## src/rtl/rv32_pipeline_pkg.sv

```systemverilog
// Shared types and constants for the RV32 pipeline front end.
package rv32_pipeline_pkg;

  typedef struct packed {
    logic [31:0] pc;
    logic [31:0] instr;
    logic        filled;
  } fetch_entry_t;

  localparam logic [31:0] NOP_INSTR = 32'h0000_0013;

endpackage

```

## src/rtl/fetch_buffer.sv

```systemverilog
// In-order fetch buffer: entries are allocated at issue, filled oldest-first
// as memory answers, and popped from the head once filled.
module fetch_buffer
  import rv32_pipeline_pkg::*;
#(
  parameter int unsigned DEPTH = 4,
  localparam int unsigned PW = $clog2(DEPTH)
) (
  input  logic          clk,
  input  logic          reset,
  input  logic          alloc,
  input  logic [31:0]   alloc_pc,
  input  logic          fill,
  input  logic [31:0]   fill_data,
  input  logic          pop,
  input  logic          clear,
  output logic [PW:0]   count,
  output logic          head_filled,
  output logic [31:0]   head_pc,
  output logic [31:0]   head_instr,
  output logic          any_unfilled,
  output logic [PW:0]   num_unfilled
);

  localparam logic [PW:0] FULL = (PW+1)'(DEPTH);

  fetch_entry_t  entries [DEPTH];
  logic [PW-1:0] head_ptr, tail_ptr, fill_ptr;
  logic [PW:0]   count_q, unfilled_q;
  logic          alloc_ok, fill_ok, pop_ok;

  always_comb begin
    head_filled  = (count_q != '0) && entries[head_ptr].filled;
    head_pc      = entries[head_ptr].pc;
    head_instr   = entries[head_ptr].instr;
    any_unfilled = (unfilled_q != '0);
    num_unfilled = unfilled_q;
    count        = count_q;
    alloc_ok     = alloc && (count_q < FULL);
    fill_ok      = fill && any_unfilled;
    pop_ok       = pop && head_filled;
  end

  // Unfilled entries always sit contiguously between fill_ptr and tail_ptr,
  // so the oldest unfilled entry is simply fill_ptr.
  always_ff @(posedge clk or posedge reset) begin
    if (reset) begin
      head_ptr   <= '0;
      tail_ptr   <= '0;
      fill_ptr   <= '0;
      count_q    <= '0;
      unfilled_q <= '0;
      for (int unsigned i = 0; i < DEPTH; i++) begin
        entries[i] <= '{pc: '0, instr: NOP_INSTR, filled: 1'b0};
      end
    end else if (clear) begin
      head_ptr   <= '0;
      tail_ptr   <= '0;
      fill_ptr   <= '0;
      count_q    <= '0;
      unfilled_q <= '0;
    end else begin
      if (alloc_ok) begin
        entries[tail_ptr] <= '{pc: alloc_pc, instr: NOP_INSTR, filled: 1'b0};
        tail_ptr          <= tail_ptr + PW'(1);
      end
      if (fill_ok) begin
        entries[fill_ptr].instr  <= fill_data;
        entries[fill_ptr].filled <= 1'b1;
        fill_ptr                 <= fill_ptr + PW'(1);
      end
      if (pop_ok) begin
        head_ptr <= head_ptr + PW'(1);
      end
      count_q    <= count_q + (PW+1)'(alloc_ok) - (PW+1)'(pop_ok);
      unfilled_q <= unfilled_q + (PW+1)'(alloc_ok) - (PW+1)'(fill_ok);
    end
  end

endmodule

```

## src/rtl/fetch_stage.sv

```systemverilog
// RV32 instruction fetch: PC, memory handshake, stale-response dropping
// after redirects, and the IF/ID register.
module fetch_stage
  import rv32_pipeline_pkg::*;
#(
  parameter logic [31:0] RESET_PC = 32'h0000_0000,
  parameter int unsigned DEPTH    = 4
) (
  input  logic        clk,
  input  logic        reset,
  output logic        imemReqValid,
  output logic [31:0] imemReqAddr,
  input  logic        imemReqReady,
  input  logic        imemRespValid,
  input  logic [31:0] imemRespData,
  input  logic        redirectValid,
  input  logic [31:0] redirectPc,
  input  logic        stallD,
  input  logic        flushD,
  output logic        validD,
  output logic [31:0] instructionD,
  output logic [31:0] pcD
);

  localparam int unsigned PW   = $clog2(DEPTH);
  localparam logic [PW:0] FULL = (PW+1)'(DEPTH);

  logic [31:0] pc_f;
  logic [PW:0] drop_count, drop_next;
  logic [PW:0] buf_count, num_unfilled;
  logic        head_filled, any_unfilled;
  logic [31:0] head_pc, head_instr;
  logic        issue, resp_drop, resp_fill, resp_used, pop;

  always_comb begin
    imemReqValid = !reset && !redirectValid && (buf_count < FULL);
    imemReqAddr  = pc_f;
    issue        = imemReqValid && imemReqReady;
    resp_drop    = imemRespValid && (drop_count != '0);
    resp_fill    = imemRespValid && (drop_count == '0);
    resp_used    = resp_drop || (resp_fill && any_unfilled);
    pop          = !redirectValid && !flushD && !stallD && head_filled;
    drop_next    = drop_count;
    // Every unfilled entry discarded by a redirect still owes a response;
    // a response landing in the redirect cycle settles one of them.
    if (redirectValid) begin
      drop_next = drop_count + num_unfilled - (PW+1)'(resp_used);
    end else if (resp_drop) begin
      drop_next = drop_count - (PW+1)'(1);
    end
  end

  fetch_buffer #(.DEPTH(DEPTH)) u_buffer (
    .clk          (clk),
    .reset        (reset),
    .alloc        (issue),
    .alloc_pc     (pc_f),
    .fill         (resp_fill),
    .fill_data    (imemRespData),
    .pop          (pop),
    .clear        (redirectValid),
    .count        (buf_count),
    .head_filled  (head_filled),
    .head_pc      (head_pc),
    .head_instr   (head_instr),
    .any_unfilled (any_unfilled),
    .num_unfilled (num_unfilled)
  );

  always_ff @(posedge clk or posedge reset) begin
    if (reset) begin
      pc_f         <= RESET_PC;
      drop_count   <= '0;
      validD       <= 1'b0;
      instructionD <= NOP_INSTR;
      pcD          <= '0;
    end else begin
      drop_count <= drop_next;
      if (redirectValid) begin
        pc_f   <= {redirectPc[31:2], 2'b00};
        validD <= 1'b0;
      end else begin
        if (issue) begin
          pc_f <= pc_f + 32'd4;
        end
        if (flushD) begin
          validD <= 1'b0;
        end else if (!stallD) begin
          validD <= head_filled;
          if (head_filled) begin
            instructionD <= head_instr;
            pcD          <= head_pc;
          end
        end
      end
    end
  end

endmodule
```

## config.mk

```make
export PLATFORM = sky130hd
export DESIGN_NAME = fetch_stage
export DESIGN_NICKNAME = d
export VERILOG_FILES = /design/src/rtl/rv32_pipeline_pkg.sv /design/src/rtl/fetch_buffer.sv /design/src/rtl/fetch_stage.sv
export SDC_FILE = /design/constraint.sdc
export NUM_CORES = 1
export LEC_CHECK = 0
export ABC_AREA = 0
export CORE_MARGIN = 2
export CORE_UTILIZATION = 45
export CTS_CLUSTER_DIAMETER = 50
export DETAILED_ROUTE_END_ITERATION = 8
export PLACE_DENSITY = 0.65
export SETUP_SLACK_MARGIN = 0.05
export SLEW_MARGIN = 10
export SYNTH_ARGS = -nofsm -noshare
export SYNTH_HDL_FRONTEND = slang
export SYNTH_HIERARCHICAL = 1
export SYNTH_SLANG_ARGS = --single-unit
export TNS_END_PERCENT = 30
```

## constraint.sdc

```tcl
create_clock -name clk -period 11.7 [get_ports clk]
set_input_delay 2.34 -clock clk [delete_from_list [all_inputs] [get_ports clk]]
set_output_delay 2.34 -clock clk [all_outputs]
set_load 0.005 [all_outputs]
```

# == Word level (Yosys, flattened, before mapping) ==
# Cells that the tools add are included.
# classes
reduce_logical,29
n_addsub,11
bitwise,6
mux,30
magnitude_cmp,6
n_eq_ne,1
# op_table
op,count
bitwise mux 260 bit,3
two-way mux 260 bit,3
demux 65 bit (select 2 bit),3
two-way mux 65 bit,3
binary-select mux 65 bit (select 2 bit),1
two-way mux 32 bit,2
two-way mux 33 bit,1
adder 32 x 3 -> 32 bit (second input constant),1
logical AND 1 bit,14
two-way mux 2 bit,6
two-way mux 3 bit,4
nonzero test 2 bit,5
greater-or-equal comparator 3 bit (second input constant),3
inverter 2 -> 3 bit,3
nonzero test 3 bit,3
subtractor 3 x 1 -> 3 bit,3
adder 2 x 1 -> 2 bit (second input constant),3
adder 3 x 1 -> 3 bit,2
less-than comparator 3 x 1 -> 1 bit (second input constant),2
logical NOT 1 bit,4
two-way mux 1 bit,4
AND reduction 4 bit,1
adder 3 bit,1
logical NOT 3 bit,1
5 further kinds,7
# totals
reg_bits,372
output_inout_bits,98
wordCells,105
in_bits,71

# == Depth between registers and ports, before layout ==
# Gate-level depths: netlist of the first run.
# logic_depth
depth_word,11
depth_mapped,16
mapped_depth_nobuf,13

# == By module ==
# Netlist of the first run, hierarchy kept.
# modules_own_cells
mod,cells_per_inst,instances,area_each_um2
fetch_buffer,1106,1,12744.7
fetch_stage,395,1,4538.1

# == Worst setup path after synthesis of the first run ==
# Ideal clock, no wire load.
# synth_path
path_kind,input to output
from,input redirectValid
to,output imemReqValid
path_stages,3
arrival_time_ns,2.970
path_buffers,2
setup_slack_ns,6.390
required_time_ns,9.360
cell_sequence,clkbuf_1 > buf_1 > nor3_1
# synth_via
elab_chain_len,3
# synth_rtl
element,line,source
from (decl),fetch_stage.sv:16,"input logic redirectValid,"
logical NOT 1 bit,fetch_stage.sv:36,imemReqValid = !reset && !redirectValid && (buf_count < FULL);
logical AND 1 bit (2 in series),fetch_stage.sv:36,
to (decl),fetch_stage.sv:11,"output logic imemReqValid,"
# No other way between the ends.

# == Worst setup path in the final report of the first run ==
# layout_path
from,input reset
to,output imemReqValid
# layout_via
elab_chain_len,3
# layout_rtl
element,line,source
from (decl),fetch_stage.sv:10,"input logic reset,"
logical NOT 1 bit (no source line),--,
logical AND 1 bit (2 in series),fetch_stage.sv:36,
# No other way between the ends.

==> impl.org, run 1 <==
** Outcome
- The run finished with clean final reports.

** Floorplan
- Measured along the x axis, the die boundary spans ~200 um.
- The floorplan step defined a core boundary enclosing roughly 0.038 sq mm.
- Number of standard-cell rows in the floorplan :: between 70 and 80
- Top Ports :: around 170
- The die is between 150 and 200 um tall.
- Area of the die :: roughly 0.040 sq mm
- Starting density of the core :: a little under half

** Power
- Net switching is ~25% of the power.
- PD cells :: between 150 and 200 mW/mm^2
- Combinational logic is responsible for between 10% and 20% of the overall power.
- Of the total power, the clock network draws 41.5%.
- The analysis attributes to cell leakage a power of between 10 and 15 nW.
- IR analysis of the VDD net gives a maximum drop of approximately 0.093 mV.
- The share of total power dissipated in sequential elements is a little under half.
- The design draws approximately 3.3 mW.
- Sw power :: 0.822 mW
- Cell-internal power :: between 2 and 2.5 mW

** CTS
- The number of hold buffers added after CTS was 0.
- Post-CTS setup-driven buffer insertion count :: 0
- Total clock sinks :: 370
- H-tree lvl count :: 2
- Number of gates resized after CTS :: 0
- Clock latency reported for the late side of the worst-skew pair :: roughly 0.53 ns
- Clock-pin slew was measured on the worst setup and hold paths at around 0.060 ns.
- CTS root buffer :: sky130_fd_sc_hd__clkbuf_16
- TritonCTS built the clock tree.
- Counting the buffers created by CTS gives 43.
- Number of buffers on the longest clock path :: 3

** STA
- Setup violation total in the final timing report :: 0
- Total negative setup slack :: 0 ns
- Clock Skews :: approximately 0.013 ns
- After layout, the minimum clock period comes to a little over 6 ns.
- Post-route setup slack :: about 5.6 ns
- Actual transition at the worst max-transition pin :: roughly 1.1 ns
- The worst pin sits at a relative slew slack of 25.3%.
- Setup repair after global routing left no endpoint under its margin.
- The count of pins over their slew limit came to 0.
- Post-route fraction of the period consumed by the critical path :: roughly half
- Final hold violation count :: 0
- Highest clock rate :: 165 MHz

** Placement
- After detailed placement, the design holds a cell count of 2106.
- The congestion estimate from routability-driven global placement came to just under 0.8.
- PortBufs :: about 160
- Pre-CTS WS :: 5.60 ns
- The HPWL after detailed placement is approximately 26000 um.

** Routing
- Routed WL :: 44200 um
- Routed vias :: between 10000 and 15000
- The count of nets left with antenna violations once routing finished came out at 0.
- Before antenna repair, the detailed router went through 7 iterations.
- Number of remaining DRC errors :: 0
- After detailed routing, the number of vias per cell comes to ~5.5.
- First-iteration detailed-routing DRC count :: around 640
- Post-DR wirelength/cell :: between 20 and 25 um

** Critical path
- For this run, the slowest stage of the critical path takes ~0.60 ns.
- The critical path goes through clkdlybuf4s50_1, nor3_1, clkdlybuf4s50_1.
- Type of element capturing the critical path :: output port
- Among the stages of the critical path, the cell type that occurs most often is sky130_fd_sc_hd__clkdlybuf4s50_1.
- The critical path in this run is classified as in -> out.
- On the critical path, the stage with the largest delay is an instance of sky130_fd_sc_hd__clkdlybuf4s50_1.
- Largest fanout on the critical path :: 5
- Data required, critical path :: 9.36 ns
- Signal arrival time at the worst endpoint :: around 3.7 ns
- Worst Setup Start Kind :: input port

** Synth
- In the synthesized netlist the dominant register cell turns out to be sky130_fd_sc_hd__dfrtp_1.
- Number of unique standard cell types used by synthesis :: between 50 and 60
- Most repeated cell in the gate-level netlist after synthesis :: sky130_fd_sc_hd__nand2_1
- Most frequent cells after synthesis :: 408 x sky130_fd_sc_hd__nand2_1, 355 x sky130_fd_sc_hd__dfrtp_1, 101 x sky130_fd_sc_hd__mux2i_1, 97 x sky130_fd_sc_hd__mux2_2, 64 x sky130_fd_sc_hd__mux4_2
- Number of cells produced by synthesis :: around 1500
- Of all cell types, the one taking the most synthesized area is sky130_fd_sc_hd__dfrtp_1.
- Share of async-settable or async-resettable flops after synthesis :: 100%
- Post-synthesis cell area :: about 0.017 sq mm
- In this run, synthesis produced a sequential element count of 370.
- For this run, the number of Yosys warnings is 6.
- Count of flip-flops with a built-in enable after synthesis :: 0
- Fraction of the yosys area taken by sequential cells :: a little over half
- Cell types with the largest area share after synthesis :: sky130_fd_sc_hd__dfrtp_1 51%, sky130_fd_sc_hd__nand2_1 8.9%, sky130_fd_sc_hd__mux4_2 8.3%
- In this run the mean area of a mapped cell was about 12 sq um.
- The top cell type by area accounts for slightly above 50% of the synthesized area.

** Min path
- In this run the worst hold path is classified as reg -> reg.

** Global routing
- Global routing used 23.0% of the available tracks.
- The initial antenna violation count is 2.
- Summed over all layers, the global routing overflow is 0.
- Via count of the first global-routing pass :: ~13000
- Pin count of the biggest net entering global routing :: around 120
- The first global-routing pass estimated roughly 70000 um of wire.

** Run
- Max-cap violations :: 0

** Finish
- Filler cells :: 3162
- Area growth from synthesis to final layout :: 20.1%
- Layout cell share with drive strength beyond 1 :: around 17%
- Number of cells in the finished layout apart from fillers :: about 2200
- Once layout is complete, the utilization of the core stands at approximately 55%.
- At the end of the flow, the number of nets in the layout was 1732.
-- per-layer routing --
metal | share of wire (%) | vias up | wire length [um] | track usage, %
met4 | 2.2 | 2 | 966 | 6.56
met1 | 44 | 6117 | 19300 | 31.5
met3 | 4.8 | 78 | 2150 | 4.03
met5 | 0.029 | - | 13 | 0
met2 | 49 | 285 | 21800 | 37.8
li1 | - | 5449 | - | -
-- per-stage QoR --
step                      hold WS [ns]  instance area (sq um)
after floorplan                  0.433                  17300
after global placement           0.452                  19300
after detailed placement         0.450                  19300
after CTS                        0.461                  20800
after global routing             0.479                  20800
final                            0.453                  20800
-- worst paths after layout --
check | start | to | slack, ns | depth (start not counted)
worst max-delay path | reset | imemReqValid | 5.63 | 3
worst min-delay path | drop_count[2] | drop_count[2] | 0.45 | 1
worst max register to register | u_buffer/count[2] | u_buffer/count[2] | 7.96 | 11
worst min register to register | drop_count[2] | drop_count[2] | 0.45 | 1
max in group asynchronous | reset | u_buffer/head_ptr[1] | 7.51 | 3
min in group asynchronous | reset | pcD[17] | 2.49 | 2
-- worst max-delay path: cells and delay by family --
family / cells / cell delay (ns)
buffers and inverters: 2 / 1.13
AND/OR/NAND/NOR: 1 / 0.25
-- cells in the final DEF, fill, tap and decap left out, types with 18 or more instances in the layout --
| cell type | count |
|---|---|
| sky130_fd_sc_hd__ha_1 | 18 |
| sky130_fd_sc_hd__nand2_1 | 408 |
| sky130_fd_sc_hd__inv_1 | 57 |
| sky130_fd_sc_hd__mux4_2 | 64 |
| sky130_fd_sc_hd__mux2_2 | 97 |
| sky130_fd_sc_hd__o2bb2ai_1 | 29 |
| sky130_fd_sc_hd__mux2i_1 | 101 |
| sky130_fd_sc_hd__dfrtp_1 | 353 |
| sky130_fd_sc_hd__nor2_1 | 43 |
| sky130_fd_sc_hd__clkdlybuf4s50_1 | 163 |
| sky130_fd_sc_hd__o21ai_0 | 50 |
| sky130_fd_sc_hd__buf_4 | 19 |
| sky130_fd_sc_hd__clkbuf_16 | 45 |
-- cell type report --
class | instances | area [sq um] | area share, %
Inverter | 60 | 238 | 1.15
Sequential cell | 370 | 9290 | 44.7
Clock buffer | 67 | 1280 | 6.16
Tap cell | 511 | 639 | 3.08
Timing Repair Buffer | 183 | 1780 | 8.57
Multi-Input combinational cell | 982 | 7350 | 35.4
Antenna cell | 1 | 2.50 | 0.0121
Clock inverter | 10 | 183 | 0.880
-- registers in the layout (all words and copies together) (netlist names) --
| signal | flops |
|---|---|
| imemReqAddr | 30 |
| u_buffer/num_unfilled | 3 |
| drop_count | 3 |
| pcD | 32 |
| u_buffer/entries | 260 |
| u_buffer/fill_ptr | 2 |
| instructionD | 32 |
| validD | 1 |
| u_buffer/head_ptr | 2 |
| u_buffer/count | 3 |
| u_buffer/tail_ptr | 2 |
-- logic make-up after synthesis --
kind of cell	share of synthesized area, %
XOR/XNOR	1.06
AND/OR/NAND/NOR	13.9
multiplexers	20.5
other	0.0217
adder cells (fa/ha/maj)	1.65
buffers and inverters	4.60
flip-flops	53.7
AO/OA/AOI/OAI	4.61
-- power by group through the flow --
stage,Sequential [mW],Clock [mW],Combinational [mW]
2_1_floorplan,1.50,0,0.283
3_3_place_gp,1.52,0,0.427
3_5_place_dp,1.52,0,0.440
4_1_cts,1.50,1.41,0.442
5_1_grt,1.52,1.46,0.491
6_report,1.50,1.38,0.436
No activity file was read; power rests on OpenSTA's default activity.
==> run 2, diff against run 1 <==
Clock period 11.7 ns to 5.68 ns, I/O delays scaled along.
==> impl.org, run 2 (synthesized netlist as in run 1, its figures left out) <==
** Outcome
- The flow ran to the end, and the final reports show no timing, DRC or antenna violations.

** CTS
- Number of buffers on the longest clock path :: 3
- Number of gates resized after CTS :: 0
- The tree is rooted in a sky130_fd_sc_hd__clkbuf_16.
- CTS tree :: yes
- Buffers inserted during clock tree synthesis total between 40 and 50.
- Total clock sinks :: between 300 and 400
- Clock latency on the worst-skew pair, taken at its later pin, is 0.56 ns.
- The H-tree was split into 2 levels.
- Worst-path clk slew :: roughly 0.060 ns
- The number of hold buffers added after CTS was 0.
- Buffers added to address setup during post-CTS repair amount to 0.

** Global routing
- Grt total ovfl :: 0
- The first global-routing pass estimated ~72000 um of wire.
- The initial antenna violation count is 0.
- Pin count of the biggest net entering global routing :: 119
- Global routing used between 20% and 30% of the available tracks across all layers.
- Via count of the first global-routing pass :: between 10000 and 15000

** Finish
- In the final layout, the registers with the most flip-flops are u_buffer/entries (260), instructionD (32), pcD (32).
- Most flop-heavy register :: u_buffer/entries
- In the layout the commonest cells are 408 x sky130_fd_sc_hd__nand2_1, 353 x sky130_fd_sc_hd__dfrtp_1, 163 x sky130_fd_sc_hd__clkdlybuf4s50_1.
- The register with the most flip-flops in the layout has 260 of them.
- The final layout contains 1743 nets.
- Most common cell after layout, fill and taps aside :: sky130_fd_sc_hd__nand2_1
- Layout cell share with drive strength beyond 1 :: between 10% and 20%
- The repair_antennas step left the layout with diodes totalling 0.
- Area growth from synthesis to final layout :: 21.1%

** Critical path
- R2R cell count :: 12
- The worst setup path is of the in -> reg kind.
- For flop-to-flop paths, the worst setup slack is ~2.4 ns.
- Data required, critical path :: just over 6 ns
- Largest fanout on the critical path :: 8
- Type of element capturing the critical path :: register
- The worst register-to-register path ends at u_buffer/count[2].
- At the worst endpoint, the arrival time is around 4.2 ns.
- STA classifies the critical path startpoint as an input port.
- Worst reg2reg path startpoint :: u_buffer/head_ptr[0]

** Floorplan
- Area of the die :: between 0.03 and 0.04 sq mm
- Number of standard-cell rows in the floorplan :: between 70 and 80
- Die H :: 200 um
- The floorplan step set the die width to 200 um.
- Core Footprint :: about 0.038 sq mm
- Starting density of the core :: 45.8%
- ~170 I/O pins were placed.

** Power
- Static power due to leakage :: 10.2 nW
- Power spread over the standard cell area amounts to 332 mW/mm^2.
- Worst IR drop on VDD :: around 0.24 mV

** STA
- The hold violation total from the final report came to 0.
- Clock period minus worst slack :: ~3.8 ns
- Adding up every negative setup slack in the final design gives 0 ns.
- At the pin with the least slew margin, the transition time is about 1.1 ns.
- Post-route fraction of the period consumed by the critical path :: about 66%
- Setup violation total in the final timing report :: 0
- Relative slew slack :: 27.4%
- Highest clock rate :: ~270 MHz
- Setup repair after global routing left no endpoint under its margin.
- Hold timing on the final database bottoms out at a slack of between 0.4 and 0.5 ns.
- Max-slew violation count :: 0
- Clock Skews :: around 0.022 ns

** Min path
- Hold path cells :: 1
- The path class of the tightest hold or removal check is reg -> reg.
- Launch point of the worst hold path :: drop_count[2]
- Worst hold path endpoint :: drop_count[2]

** Routing
- Routed WL :: 45100 um
- The detail route stage leaves a number of antenna-violating nets equal to 0.
- Vias per std cell :: 5.49
- Post-DR wirelength/cell :: about 20 um
- The routed layout has 12062 vias.
- Number of remaining DRC errors :: 0
- First-iteration detailed-routing DRC count :: a little over 800
- DRT Pass-1 Iters :: 5

** Placement
- Summed over all nets, the half-perimeter wirelength after detailed placement is approximately 27000 um.
- Input and output buffers added on the ports amount to 164.
- At the end of routability-driven placement, the weighted congestion stood at about 0.78.

** Run
- Max-cap violations in this run came to 0.
[run 2: cell types whose count changed in the layout (fill, tap and decap cells not counted), sizes merged, moves of 3 or more]
| cell | previous run | this run |
|---|---|---|
| inv | 60 | 66 |
| clkbuf | 67 | 64 |
| clkinvlp | 0 | 5 |
| buf | 20 | 29 |
[run 2: worst max path at each step]
stage	slack, ns	endpoint	from
detailed placement	1.37	u_buffer/num_unfilled[2]	reset
finish	1.93	u_buffer/count[2]	reset
global placement	1.42	u_buffer/count[2]	reset
CTS	1.96	u_buffer/count[2]	reset
floorplan	0.96	u_buffer/count[0]	reset
global route	1.77	u_buffer/num_unfilled[2]	reset
[run 2: report_power, final]
group          switching (mW)  internal, mW
sequential              0.199          2.90
clock                    1.15          1.79
combinational           0.439         0.468
total                    1.79          5.16
[run 2: layout make-up]
| type | count | area, sq um |
|---|---|---|
| timing repair buffer | 192 | 1870 |
| fill | 3218 | 16800 |
| inverter | 60 | 234 |
| sequential | 370 | 9290 |
| tap | 511 | 639 |
| clock buffer | 64 | 1300 |
| clock inverter | 19 | 240 |
| multi-input combinational | 982 | 7350 |
[run 2: critical path, stage by stage]
cell	delay [ns]
sky130_fd_sc_hd__clkdlybuf4s50_1	0.56
sky130_fd_sc_hd__or3b_1	0.57
sky130_fd_sc_hd__nor2_1	0.14
sky130_fd_sc_hd__buf_4	0.21
sky130_fd_sc_hd__nor2b_1	0.29
sky130_fd_sc_hd__inv_1	0.13
sky130_fd_sc_hd__ha_1	0.31
sky130_fd_sc_hd__inv_1	0.06
sky130_fd_sc_hd__ha_1	0.14
sky130_fd_sc_hd__inv_1	0.05
sky130_fd_sc_hd__fa_1	0.37
sky130_fd_sc_hd__xnor2_1	0.16
sky130_fd_sc_hd__nor2_1	0.05
[run 2: per-stage QoR]
stage | instances | setup slack (ns) | area (sq um) | util (%) | power, mW
6_report | 2198 | 1.93 | 20900 | 55.4 | 6.95
4_1_cts | 2198 | 1.96 | 20900 | 55.4 | 7.03
5_1_grt | 2198 | 1.77 | 20900 | 55.4 | 7.27
2_1_floorplan | 1510 | 0.958 | 17300 | - | 3.67
3_5_place_dp | 2115 | 1.37 | 19400 | 51.3 | 4.06
3_3_place_gp | 2115 | 1.42 | 19400 | 51.3 | 4.02
[run 2: metal layers]
layer | global-route usage [%] | vias up | part of all wire [%]
met1 | 32.0 | 6239 | 44
met3 | 3.28 | 71 | 4.1
li1 | - | 5479 | -
met5 | 0 | - | 0
met4 | 7.13 | 0 | 2.2
met2 | 39.1 | 273 | 50
